### config.mk
export PLATFORM = sky130hd
export DESIGN_NAME = id_ex_stage
export DESIGN_NICKNAME = d
export VERILOG_FILES = /design/src/rtl/mips_pkg.sv /design/src/rtl/hazard_detect.sv /design/src/rtl/id_ex_stage.sv
export SDC_FILE = /design/constraint.sdc
export NUM_CORES = 1
export LEC_CHECK = 0
export ABC_AREA = 0
export ABC_CLOCK_PERIOD_IN_PS = 2600
export BUFFER_PORTS_ARGS = -buffer_cell sky130_fd_sc_hd__clkbuf_2
export CAP_MARGIN = 20
export CELL_PAD_IN_SITES_DETAIL_PLACEMENT = 2
export CELL_PAD_IN_SITES_GLOBAL_PLACEMENT = 2
export CORE_UTILIZATION = 29
export DETAILED_ROUTE_END_ITERATION = 8
export PLACE_DENSITY_LB_ADDON = 0.1
export SLEW_MARGIN = 10
export SYNTH_ARGS = -nofsm -noshare
export SYNTH_HDL_FRONTEND = slang
export SYNTH_SLANG_ARGS = --single-unit
### constraint.sdc
create_clock -name clk -period 2.6 [get_ports clk]
set_input_delay 0.26 -clock clk [delete_from_list [all_inputs] [get_ports clk]]
set_output_delay 0.26 -clock clk [all_outputs]
set_load 0.02 [all_outputs]
### src/rtl/mips_pkg.sv
// Shared definitions for the 5-stage MIPS core: ALU op codes, register-zero
// constant and the packed decoded-control bundle carried down the pipeline.
package mips_pkg;

   localparam int ALUOP_W = 3;
   localparam logic [4:0] REG_ZERO = 5'd0;

   typedef enum logic [ALUOP_W-1:0] {
      ALUOP_ADD   = 3'd0,
      ALUOP_SUB   = 3'd1,
      ALUOP_RTYPE = 3'd2,
      ALUOP_AND   = 3'd3,
      ALUOP_OR    = 3'd4,
      ALUOP_SLT   = 3'd5,
      ALUOP_LUI   = 3'd6,
      ALUOP_XOR   = 3'd7
   } aluop_e;

   // Single-bit control flags; aluop travels separately so its width can be
   // parameterised per instance.
   typedef struct packed {
      logic regwrite;
      logic memread;
      logic memwrite;
      logic memtoreg;
      logic alusrc;
      logic regdst;
   } ctrl_t;

   localparam ctrl_t CTRL_NOP = '0;

   // An empty ID slot must never carry live control into EX.
   function automatic ctrl_t gate_ctrl(input ctrl_t c, input logic valid);
      return valid ? c : CTRL_NOP;
   endfunction

endpackage

### src/rtl/hazard_detect.sv
// Load-use hazard detection: an ID instruction reading the register that the
// load sitting in EX is about to write must wait one cycle.
module hazard_detect
   import mips_pkg::*;
(
   input  logic       id_valid,
   input  logic [4:0] id_rs,
   input  logic [4:0] id_rt,
   input  logic       id_uses_rt,
   input  logic       ex_valid,
   input  logic       ex_memread,
   input  logic [4:0] ex_rt,
   output logic       hazard
);

   logic rs_match;
   logic rt_match;
   logic load_in_ex;

   always_comb begin
      rs_match   = (ex_rt == id_rs);
      rt_match   = id_uses_rt & (ex_rt == id_rt);
      // $0 is hard-wired, so a load targeting it never produces a value to wait for.
      load_in_ex = ex_valid & ex_memread & (ex_rt != REG_ZERO);
      hazard     = id_valid & load_in_ex & (rs_match | rt_match);
   end

endmodule

### src/rtl/id_ex_stage.sv
// ID/EX pipeline register with load-use bubble insertion, branch flush,
// downstream hold and a saturating count of inserted bubbles.
module id_ex_stage #(
   parameter int DATA_W  = 32,
   parameter int ALUOP_W = mips_pkg::ALUOP_W,
   parameter int CNT_W   = 16
)(
   input  logic               clk,
   input  logic               rst,
   input  logic               id_valid,
   input  logic [4:0]         id_rs,
   input  logic [4:0]         id_rt,
   input  logic [4:0]         id_rd,
   input  logic               id_uses_rt,
   input  logic [DATA_W-1:0]  id_readdata1,
   input  logic [DATA_W-1:0]  id_readdata2,
   input  logic [DATA_W-1:0]  id_imm,
   input  logic               id_regwrite,
   input  logic               id_memread,
   input  logic               id_memwrite,
   input  logic               id_memtoreg,
   input  logic               id_alusrc,
   input  logic               id_regdst,
   input  logic [ALUOP_W-1:0] id_aluop,
   input  logic               flush,
   input  logic               ex_hold,
   output logic               stall_out,
   output logic               ex_valid,
   output logic [4:0]         ex_rs,
   output logic [4:0]         ex_rt,
   output logic [4:0]         ex_rd,
   output logic [DATA_W-1:0]  ex_readdata1,
   output logic [DATA_W-1:0]  ex_readdata2,
   output logic [DATA_W-1:0]  ex_imm,
   output logic               ex_regwrite,
   output logic               ex_memread,
   output logic               ex_memwrite,
   output logic               ex_memtoreg,
   output logic               ex_alusrc,
   output logic               ex_regdst,
   output logic [ALUOP_W-1:0] ex_aluop,
   output logic [CNT_W-1:0]   stall_cnt
);
   import mips_pkg::*;

   // Handshake: id_valid marks a real instruction in ID; it is consumed on a
   // rising edge only when stall_out=0. ex_hold=1 freezes EX and makes the
   // upstream hold (stall_out=1), so ID contents must stay put while held.

   typedef enum logic [1:0] {
      UPD_LOAD,
      UPD_HOLD,
      UPD_FLUSH,
      UPD_BUBBLE
   } upd_e;

   upd_e               upd;
   logic               hazard;
   ctrl_t              id_ctrl;

   logic               valid_q,  valid_d;
   logic [4:0]         rs_q,     rs_d;
   logic [4:0]         rt_q,     rt_d;
   logic [4:0]         rd_q,     rd_d;
   logic [DATA_W-1:0]  rdata1_q, rdata1_d;
   logic [DATA_W-1:0]  rdata2_q, rdata2_d;
   logic [DATA_W-1:0]  imm_q,    imm_d;
   ctrl_t              ctrl_q,   ctrl_d;
   logic [ALUOP_W-1:0] aluop_q,  aluop_d;
   logic [CNT_W-1:0]   cnt_q,    cnt_d;

   assign id_ctrl = {id_regwrite, id_memread, id_memwrite,
                     id_memtoreg, id_alusrc, id_regdst};

   hazard_detect u_hazard (
      .id_valid   (id_valid),
      .id_rs      (id_rs),
      .id_rt      (id_rt),
      .id_uses_rt (id_uses_rt),
      .ex_valid   (valid_q),
      .ex_memread (ctrl_q.memread),
      .ex_rt      (rt_q),
      .hazard     (hazard)
   );

   // A flush clears IF/ID anyway, so a hazard alone need not hold the front end.
   assign stall_out = ex_hold | (hazard & ~flush);

   always_comb begin
      upd = UPD_LOAD;
      if (ex_hold) begin
         upd = UPD_HOLD;
      end else if (flush) begin
         upd = UPD_FLUSH;
      end else if (hazard) begin
         upd = UPD_BUBBLE;
      end
   end

   always_comb begin
      valid_d  = valid_q;
      rs_d     = rs_q;
      rt_d     = rt_q;
      rd_d     = rd_q;
      rdata1_d = rdata1_q;
      rdata2_d = rdata2_q;
      imm_d    = imm_q;
      ctrl_d   = ctrl_q;
      aluop_d  = aluop_q;
      cnt_d    = cnt_q;
      case (upd)
         UPD_HOLD: begin
         end
         UPD_FLUSH, UPD_BUBBLE: begin
            valid_d  = 1'b0;
            rs_d     = '0;
            rt_d     = '0;
            rd_d     = '0;
            rdata1_d = '0;
            rdata2_d = '0;
            imm_d    = '0;
            ctrl_d   = CTRL_NOP;
            aluop_d  = '0;
            if (upd == UPD_BUBBLE && cnt_q != {CNT_W{1'b1}}) begin
               cnt_d = cnt_q + {{(CNT_W-1){1'b0}}, 1'b1};
            end
         end
         default: begin
            valid_d  = id_valid;
            rs_d     = id_rs;
            rt_d     = id_rt;
            rd_d     = id_rd;
            rdata1_d = id_readdata1;
            rdata2_d = id_readdata2;
            imm_d    = id_imm;
            ctrl_d   = gate_ctrl(id_ctrl, id_valid);
            aluop_d  = id_valid ? id_aluop : '0;
         end
      endcase
   end

   always_ff @(posedge clk or negedge rst) begin
      if (!rst) begin
         valid_q  <= 1'b0;
         rs_q     <= '0;
         rt_q     <= '0;
         rd_q     <= '0;
         rdata1_q <= '0;
         rdata2_q <= '0;
         imm_q    <= '0;
         ctrl_q   <= CTRL_NOP;
         aluop_q  <= '0;
         cnt_q    <= '0;
      end else begin
         valid_q  <= valid_d;
         rs_q     <= rs_d;
         rt_q     <= rt_d;
         rd_q     <= rd_d;
         rdata1_q <= rdata1_d;
         rdata2_q <= rdata2_d;
         imm_q    <= imm_d;
         ctrl_q   <= ctrl_d;
         aluop_q  <= aluop_d;
         cnt_q    <= cnt_d;
      end
   end

   assign ex_valid     = valid_q;
   assign ex_rs        = rs_q;
   assign ex_rt        = rt_q;
   assign ex_rd        = rd_q;
   assign ex_readdata1 = rdata1_q;
   assign ex_readdata2 = rdata2_q;
   assign ex_imm       = imm_q;
   assign ex_regwrite  = ctrl_q.regwrite;
   assign ex_memread   = ctrl_q.memread;
   assign ex_memwrite  = ctrl_q.memwrite;
   assign ex_memtoreg  = ctrl_q.memtoreg;
   assign ex_alusrc    = ctrl_q.alusrc;
   assign ex_regdst    = ctrl_q.regdst;
   assign ex_aluop     = aluop_q;
   assign stall_cnt    = cnt_q;

endmodule
==> flow_summary.toml, run 1 <==
[place]
dp_hpwl_mm = 12.8
post_dp_cell_area_um2 = 7040
portBuffers = 263
dp_cells = 859
globalplace.congestion = 0.731

[yosys]
ys_ff_latch = 137
yosys_most_used_dff = "dfrtp_1"
synth_fp_nets = 522
synth_area_um2 = 5510
synth_seq_area_share = 0.622
async_reset_ff_frac = 1.00
yosysWarningCount = 0
synth_cell_types = 28
postSynthCellCount = 395
avgSynthCellArea_um2 = 14.0
synth-edff-count = 0

[setup_path]
cp.required_ns = 2.34
end_kind = "output pin"
reg2reg_from = "ex_rt[1]$_DFFE_PN0P_"
worstPathMaxFanout = 11
cp.arrival_ns = 2.27
reg2reg_depth = 5
worstReg2RegEnd = "ex_readdata1[15]$_DFFE_PN0P_"
crit_path_start_kind = "flip-flop"
crit_type = "reg2out"
reg2reg_slack_ns = 0.38

[clock_network]
cts-buffers-inserted = 17
cts_sinks = 137
clk_latency_ns = 0.42
root_buffer = "clkbuf_16"
cts_tree = "done"
cts.clk_slew.worst_paths_ns = 0.06
clk_path_buf_depth = 2
h-tree-depth = 4

[power]
leakage_nw = 3.78
power.share.clock = 0.448
power_density_nw_per_um2 = 739
net-switching-power_mw = 1.47
seqPwrFrac = 0.417
pwr-share-comb = 0.135
netSwitchingFraction = 0.259
peakVddDrop_mv = 0.462
power.internal_mw = 4.20

[finish]
stdcell_count = 892
stdcell_area_um2 = 7690
nets = 773
area_delta_synth_final_pct = 39.5
layout-drive-gt1-share = 0.473
utilization = 0.412
antenna_cells = 0

[detailed_routing]
wl_per_cell_um = 20.9
viasPerCell = 5.35
drtIter0Drc = 191
drt_drc_violations_left = 0
vias = 4770
dr.pass1.iters = 4
wl_mm = 18.6
final_antenna_net_count = 0

[timing]
final-setup-viol-count = 0
fin_tns_setup_ns = 0
holdWs_ns = 0.0860
timing.final.crit_share = 0.971
clock_skew_ns = 0.0111
maxSlewHeadroom = 0.475
hold_violations = 0
period_needed_ns = 2.53
fmax_mhz = 396
report.final.slew_viol_count = 0
tightest_slew_ns = 0.787

[floorplan]
die_h_um = 140
fp-row-count = 50
dieArea_um2 = 19600
ios = 264
core-area_um2 = 18600
initial_core_util = 0.296
fp.dieW_um = 140

[global_routing]
grt_antenna_before_repair = 0
grt_pass1_wl_mm = 29.7
grt-ovfl-total = 0
grt_max_degree = 76
grt_pass1_vias = 5247
track_usage = 0.197

[hold_path]
whs_endpoint = "ex_readdata2[2]$_DFFE_PN0P_"
min_path_type = "in2reg"
hp-start = "id_readdata2[2]"
min_path_cells = 2

[flow_run]
cap_violations = 0

[status]
outcome = "completed"
[critical path, stage by stage (launching register included)]
cell	delay [ns]
dfrtp_1	0.44
or4_1	0.60
o21ai_4	0.25
nand2b_4	0.30
nand2b_1	0.09
clkbuf_2	0.16
[power groups by stage]
stage | combinational (mW) | clock [mW] | sequential (mW)
4_1_cts | 0.779 | 2.62 | 2.37
5_1_grt | 0.821 | 2.71 | 2.39
3_5_place_dp | 0.774 | 0 | 2.40
6_report | 0.764 | 2.55 | 2.37
3_3_place_gp | 0.753 | 0 | 2.39
2_1_floorplan | 0.217 | 0 | 2.57
[cells in the final DEF, fill, tap and decap left out]
master         Yosys  final
clkbuf_2           0    261
dfrtp_1          137    137
a32o_1           111    111
xnor2_1           25     25
clkbuf_16          0     17
nand3_1           15     15
a22o_1            10     10
nor4bb_1           9      9
buf_4              2      9
nor2_1             9      8
nand2_1            6      6
nand4_1            6      6
and3_1             4      4
clkinv_2           0      4
bufinv_16          0      4
clkinv_4           0      4
buf_12             0      4
nand2b_1           3      2
nor3_1             2      2
nor4_1             2      2
or4_1              1      1
and4b_1            1      1
o21ai_4            0      1
o22ai_2            1      1
nand2b_4           0      1
nor2_4             0      1
a2111oi_0          1      1
inv_1              1      1
and4_1             1      1
nand3b_1           1      1
mux2_2             1      1
nor3b_1            1      1
ha_1               1      1
clkbuf_1          31      1
clkbuf_8           0      1
nand2b_2           0      1
dlygate4sd3_1      0      1
buf_6              8      1
[registers in the layout (all words and copies together), names as in the netlist, 3 cells and up]
register	count
ex_rd	5
ex_aluop	3
ex_imm	32
ex_readdata1	32
ex_readdata2	32
ex_rs	5
stall_cnt	16
ex_rt	5
[stage by stage]
step           power [mW]  setup slack [ns]
2_1_floorplan        2.79             0.599
3_3_place_gp         3.15             0.441
3_5_place_dp         3.18             0.366
4_1_cts              5.77           0.00493
5_1_grt              5.92          -0.00356
6_report             5.68            0.0749
[how the worst max path moves through the flow]
| stage | from | end | slack (ns) | depth (start not counted) |
|---|---|---|---|---|
| global placement | ex_rt[1]$_DFFE_PN0P_ | ex_rt[1]$_DFFE_PN0P_ | 0.44 | 5 |
| detailed placement | ex_rt[1]$_DFFE_PN0P_ | ex_imm[6]$_DFFE_PN0P_ | 0.37 | 5 |
| finish | ex_rt[1]$_DFFE_PN0P_ | stall_out | 0.07 | 5 |
| global route | ex_rt[1]$_DFFE_PN0P_ | stall_out | -0.004 | 5 |
| CTS | ex_rt[1]$_DFFE_PN0P_ | stall_out | 0.005 | 5 |
| floorplan | ex_rt[1]$_DFFE_PN0P_ | stall_out | 0.60 | 6 |
[metal layers]
| metal | vias to the layer above | routed length (um) | share of wire | global-route usage |
|---|---|---|---|---|
| met3 | 28 | 1100 | 0.059 | 0.0626 |
| met2 | 154 | 9540 | 0.51 | 0.333 |
| met5 | - | 0 | 0 | 0 |
| met4 | 0 | 396 | 0.021 | 0.0740 |
| met1 | 2497 | 7600 | 0.41 | 0.234 |
| li1 | 2091 | - | - | - |
[final cells by class]
| class | count | area, um^2 |
|---|---|---|
| fill | 1964 | 11000 |
| sequential | 137 | 3430 |
| multi-input combinational | 213 | 1870 |
| timing repair buffer | 276 | 1480 |
| clock buffer | 19 | 443 |
| tap | 234 | 293 |
| clock inverter | 12 | 175 |
| inverter | 1 | 3.75 |
[logic make-up after synthesis]
logic type	after synthesis	share of synthesized area
compound gates	124	0.223
flops	137	0.622
xor+xnor	25	0.0397
mux	1	0.00204
simple gates	61	0.0665
fa+ha+maj	1	0.00227
buf+inv	46	0.0445
[cell usage after synthesis (4+ instances only)]
master	n	area [um^2]
dfrtp_1	137	3430
a32o_1	111	1110
clkbuf_1	31	116
xnor2_1	25	219
nand3_1	15	75.1
a22o_1	10	87.6
nor2_1	9	33.8
nor4bb_1	9	90.1
buf_6	8	90.1
nand2_1	6	22.5
nand4_1	6	37.5
and3_1	4	25.0
buf_2	4	20.0
[what timing repair did]
| item | 4_1_cts | 5_1_grt |
|---|---|---|
| endpoints found under the hold margin | 54 | 0 |
| resized for setup | 0 | 1 |
| setup buffers | 0 | 0 |
| hold buffers | 1 | 0 |
| setup endpoints to repair | 1 | 1 |
| cloned | 1 | 0 |
Note: power is estimated with default switching activity, not from simulation.
==> run 2, diff against run 1 <==
ABC_CLOCK_PERIOD_IN_PS = 2950   (was 2600)
CORE_UTILIZATION = 30   (was 29)
PLACE_DENSITY = 0.93   (was unset)
PLACE_DENSITY_LB_ADDON = unset   (was 0.1)
SYNTH_HIERARCHICAL = 1   (was unset)
clock period = 2.95 ns   (was 2.6 ns; I/O delays follow)
==> flow_summary.toml, run 2 <==
[status]
outcome = "completed"

[global_routing]
grt-ovfl-total = 0
track_usage = 0.206
grt_pass1_vias = 4989
grt_max_degree = 81
grt_antenna_before_repair = 0
grt_pass1_wl_mm = 28.3

[timing]
timing.final.crit_share = 0.951
hold_violations = 0
fin_tns_setup_ns = 0
setup_ws_ns = 0.145
report.final.slew_viol_count = 0
tightest_slew_ns = 0.815
period_needed_ns = 2.80
fmax_mhz = 357
final-setup-viol-count = 0
clock_skew_ns = 0.0129
holdWs_ns = 0.0974
maxSlewHeadroom = 0.456

[power]
pwr-share-comb = 0.127
power.share.clock = 0.468
finalPower_mw = 5.17
peakVddDrop_mv = 0.374
power_density_nw_per_um2 = 690
netSwitchingFraction = 0.261
seqPwrFrac = 0.405
power.internal_mw = 3.82
net-switching-power_mw = 1.35
leakage_nw = 4.04

[detailed_routing]
drtIter0Drc = 141
wl_per_cell_um = 21.0
dr.pass1.iters = 4
viasPerCell = 5.05
final_antenna_net_count = 0
wl_mm = 18.2
vias = 4370
drt_drc_violations_left = 0

[clock_network]
cts_sinks = 137
cts-buffers-inserted = 17
h-tree-depth = 4
cts_tree = "done"
clk_path_buf_depth = 2
cts.clk_slew.worst_paths_ns = 0.07
root_buffer = "clkbuf_16"
clk_latency_ns = 0.42

[yosys]
ys_ff_latch = 137
synth_fp_nets = 498
synth_top_area_share = 0.654
synth_seq_area_share = 0.654
postSynthCellCount = 371
synth_area_leaders = "dfrtp_1, a22o_1, xor2_1, buf_2, clkbuf_1"
synth_cell_types = 39
yosysWarningCount = 6
synthTopCellsByCount = "dfrtp_1, a22o_1, clkbuf_1, xor2_1, buf_2"
synth-edff-count = 0
yosys.area.top_type = "dfrtp_1"
yosys_most_used_dff = "dfrtp_1"
synth_area_um2 = 5240
avgSynthCellArea_um2 = 14.1
post-synth-top-count-cell = "dfrtp_1"
async_reset_ff_frac = 1.00

[place]
portBuffers = 263
globalplace.congestion = 0.783
pre_cts_ws_ns = 0.349
dp_hpwl_mm = 12.9

[setup_path]
crit_path_cell_trace = "xor2_1, nor4_2, nand3_1, a21oi_2, nand4_1, or4_4, nor4_2, mux2_1"
reg2reg_from = "ex_rt[2]$_DFFE_PN0P_"
reg2reg_slack_ns = 0.15
crit_type = "reg2reg"
worstPathMaxFanout = 5
cp.required_ns = 3.24
cpPeakStageDelay_ns = 0.48
crit_buf_inv = 0
crit_path_start_kind = "flip-flop"
path_depth = 8
cp_slowest_cell = "or4_4"
cp_top_family = "simple AND/OR/NAND/NOR gates"
end_kind = "flip-flop"
cp_common_cell = "nor4_2"
cp.arrival_ns = 3.10
reg2reg_depth = 8
worstReg2RegEnd = "stall_cnt[15]$_DFFE_PN0P_"

[floorplan]
die_h_um = 134
ios = 264
initial_core_util = 0.312
fp.dieW_um = 134
core-area_um2 = 16800
fp-row-count = 47
dieArea_um2 = 18000

[hold_path]
min_path_type = "in2reg"
whs_endpoint = "ex_readdata2[17]$_DFFE_PN0P_"
hp-start = "id_readdata2[17]"
min_path_cells = 2

[flow_run]
cap_violations = 0

[finish]
layout-drive-gt1-share = 0.483
antenna_cells = 0
layout_commonest_cell = "clkbuf_2"
utilization = 0.446
nets = 760
area_delta_synth_final_pct = 43.1
layout_common_cells = "clkbuf_2, dfrtp_1, a22o_1"
==> run 2: power by group through the flow <==
stage | logic [mW] | clock network (mW) | registers (mW)
after global routing | 0.700 | 2.55 | 2.11
after CTS | 0.665 | 2.47 | 2.10
final | 0.654 | 2.42 | 2.10
after floorplan | 0.176 | 0 | 2.27
after global placement | 0.630 | 0 | 2.11
after detailed placement | 0.659 | 0 | 2.13
==> run 2: cells by family (layout without fill, tap and decap cells) <==
family / Yosys count / after routing / synth area share
DFF: 137 / 137 / 0.654
AOI/OAI and AO/OA: 134 / 134 / 0.221
and+or+nand+nor: 46 / 46 / 0.0590
buffers and inverters: 31 / 306 / 0.0253
xor gates and xnor gates: 20 / 20 / 0.0334
muxes: 2 / 2 / 0.00430
adders and majority gates: 1 / 1 / 0.00239
==> run 2: area by class of cell <==
class	count	area [um^2]
clock inverters	12	210
multi-input cells	203	1690
inverters	3	11.3
well taps	220	275
repair buffers	271	1430
flip-flops and latches	137	3430
fillers	1745	9320
clock buffers	20	457
==> run 2: what timing repair did <==
action / 4_1_cts / 5_1_grt
hold endpoints to repair: 71 / 0
gates resized for setup: 1 / 1
hold buffers: 1 / 0
setup buffers: 0 / 3
endpoints found under the setup margin: 1 / 3
pin swaps: 0 / 0
==> run 2: metrics by stage <==
| stage | area (um^2) | cells |
|---|---|---|
| final | 7500 | 866 |
| after global routing | 7500 | 866 |
| after CTS | 7470 | 863 |
| after detailed placement | 6790 | 830 |
| after global placement | 6790 | 830 |
| after floorplan | 5240 | 371 |
==> run 2: worst reg2reg max path: cells and delay by family (launching register included) <==
kind | cells | cell delay (ns)
AO/OA/AOI/OAI | 1 | 0.30
XOR/XNOR | 1 | 0.22
flip-flops | 1 | 0.47
multiplexers | 1 | 0.35
AND/OR/NAND/NOR | 5 | 1.35
==> run 2: metal layers <==
metal,track usage,share of wire,vias up
li1,-,-,1941
met1,0.230,0.39,2233
met2,0.385,0.55,168
met3,0.0408,0.045,28
met4,0.0768,0.021,0
met5,0,0,-
==> run 2: worst max-delay path by stage <==
stage | startpoint | end | slack [ns]
final | ex_rt[2]$_DFFE_PN0P_ | stall_cnt[15]$_DFFE_PN0P_ | 0.15
after floorplan | ex_rt[2]$_DFFE_PN0P_ | stall_cnt[15]$_DFFE_PN0P_ | 0.51
after CTS | ex_rt[2]$_DFFE_PN0P_ | stall_cnt[13]$_DFFE_PN0P_ | 0.08
after global placement | ex_rt[2]$_DFFE_PN0P_ | stall_cnt[15]$_DFFE_PN0P_ | 0.40
after detailed placement | ex_rt[3]$_DFFE_PN0P_ | stall_cnt[13]$_DFFE_PN0P_ | 0.35
after global routing | ex_rt[2]$_DFFE_PN0P_ | stall_cnt[15]$_DFFE_PN0P_ | -0.005
==> run 3, diff against run 2 <==
CORE_UTILIZATION = 31   (was 30)
CTS_BUF_LIST = sky130_fd_sc_hd__clkbuf_4   (was unset)
PLACE_DENSITY = 0.95   (was 0.93)
==> flow_summary.toml, run 3 (same netlist as run 2, synthesis figures left out) <==
[status]
outcome = "completed"

[clock_network]
root_buffer = "clkbuf_4"
cts.clk_slew.worst_paths_ns = 0.13
hold_buffers = 120
cts_sinks = 137
cts_tree = "done"
clk_path_buf_depth = 2
cts_setup_buffers = 0
clk_latency_ns = 0.54
h-tree-depth = 4
cts-buffers-inserted = 17
cts_resized = 0

[setup_path]
worstReg2RegEnd = "stall_cnt[15]$_DFFE_PN0P_"
crit_path_start_kind = "flip-flop"
crit_type = "reg2reg"
reg2reg_slack_ns = 0.17
reg2reg_depth = 8
reg2reg_from = "ex_rt[2]$_DFFE_PN0P_"
cp.arrival_ns = 3.22
crit_end = "stall_cnt[15]$_DFFE_PN0P_"
worstPathMaxFanout = 5
end_kind = "flip-flop"
crit_start = "ex_rt[2]$_DFFE_PN0P_"
cp.required_ns = 3.39

[power]
peakVddDrop_mv = 0.230
power_density_nw_per_um2 = 511
finalPower_mw = 4.24
leakage_nw = 4.36

[floorplan]
die_h_um = 132
initial_core_util = 0.317
dieArea_um2 = 17400
fp.dieW_um = 132
ios = 264
fp-row-count = 47
core-area_um2 = 16500

[detailed_routing]
wl_per_cell_um = 24.3
dr.pass1.iters = 5
final_antenna_net_count = 0
viasPerCell = 5.11
drtIter0Drc = 192
wl_mm = 24.1
vias = 5068
drt_drc_violations_left = 0

[place]
globalplace.congestion = 0.795
portBuffers = 263
dp_hpwl_mm = 13.0

[hold_path]
min_path_type = "in2reg"

[global_routing]
grt_pass1_vias = 5933
grt-ovfl-total = 0
grt_pass1_wl_mm = 36.2
grt_max_degree = 103
track_usage = 0.283
grt_antenna_before_repair = 5

[timing]
tightest_slew_ns = 1.18
period_needed_ns = 2.78
timing.final.crit_share = 0.942
fmax_mhz = 360
hold_violations = 0
clock_skew_ns = 0.0224
report.final.slew_viol_count = 0
final-setup-viol-count = 0
fin_tns_setup_ns = 0
maxSlewHeadroom = 0.215
rsz0062_at_grt = "false"

[finish]
nets = 879
layout-drive-gt1-share = 0.401
num-fill-cells = 1607
layout_commonest_cell = "clkbuf_2"
layout_common_cells = "clkbuf_2, dfrtp_1, dlygate4sd3_1"
area_delta_synth_final_pct = 58.4

[flow_run]
cap_violations = 0
## run 3: cell types whose count changed in the layout (fill, tap and decap cells not counted), moves of 2 or more
| cell | before | now |
|---|---|---|
| clkbuf_8 | 2 | 0 |
| clkinv_2 | 0 | 4 |
| clkbuf_4 | 0 | 18 |
| inv_6 | 4 | 1 |
| dlygate4sd3_1 | 1 | 121 |
| diode_2 | 0 | 6 |
| buf_12 | 3 | 1 |
| clkinv_1 | 0 | 3 |
| clkbuf_16 | 17 | 0 |
| bufinv_16 | 5 | 3 |
## run 3: layout make-up
type / instances / area (um^2) / share of cell area
Sequential cell: 137 / 3430 / 0.413
Timing Repair Buffer: 390 / 2590 / 0.313
Multi-Input combinational cell: 203 / 1680 / 0.203
Tap cell: 220 / 275 / 0.0332
Clock inverter: 14 / 155 / 0.0187
Clock buffer: 18 / 135 / 0.0163
Antenna cell: 6 / 15.0 / 0.00181
Inverter: 3 / 11.3 / 0.00136
## run 3: worst min-delay path by stage
stage | to | start | depth (start not counted) | slack, ns
CTS | ex_rs[3]$_DFFE_PN0P_ | id_rs[3] | 2 | 0.003
floorplan | ex_aluop[0]$_DFFE_PN0P_ | rst | 0 | -0.0006
global placement | ex_readdata2[19]$_DFFE_PN0P_ | rst | 1 | 0.26
detailed placement | ex_readdata2[22]$_DFFE_PN0P_ | rst | 1 | 0.28
finish | ex_rd[1]$_DFFE_PN0P_ | ex_hold | 2 | 0.23
global route | ex_imm[15]$_DFFE_PN0P_ | ex_hold | 2 | 0.20
## run 3: worst max-delay path, stage by stage (launching register included)
cell,delay (ns)
dfrtp_1,0.45
xor2_1,0.19
nor4_1,0.31
nand3_1,0.12
a21oi_1,0.36
nand4_1,0.15
or4_4,0.48
nor4_2,0.28
mux2_1,0.35
## run 3: through the flow
step | hold WS (ns) | util | instance area, um^2 | setup slack [ns] | instances
finish | 0.228 | 0.502 | 8300 | 0.172 | 991
global placement | 0.263 | 0.410 | 6780 | 0.407 | 832
CTS | 0.00288 | 0.501 | 8270 | 0.169 | 984
detailed placement | 0.282 | 0.410 | 6780 | 0.271 | 832
floorplan | -0.000591 | - | 5240 | 0.505 | 371
global route | 0.198 | 0.502 | 8300 | 0.0132 | 990
## run 3: power breakdown
part	switching [mW]	internal [mW]	total, mW
registers	0.108	2.00	2.11
clock network	0.727	0.588	1.31
logic	0.459	0.360	0.819
total	1.29	2.95	4.24
## run 3: metal layers
metal,up-vias,GRT usage,wire (um)
met3,59,0.0557,876
li1,2196,-,-
met2,215,0.541,13600
met4,0,0.165,1050
met5,-,0,0
met1,2598,0.282,8580
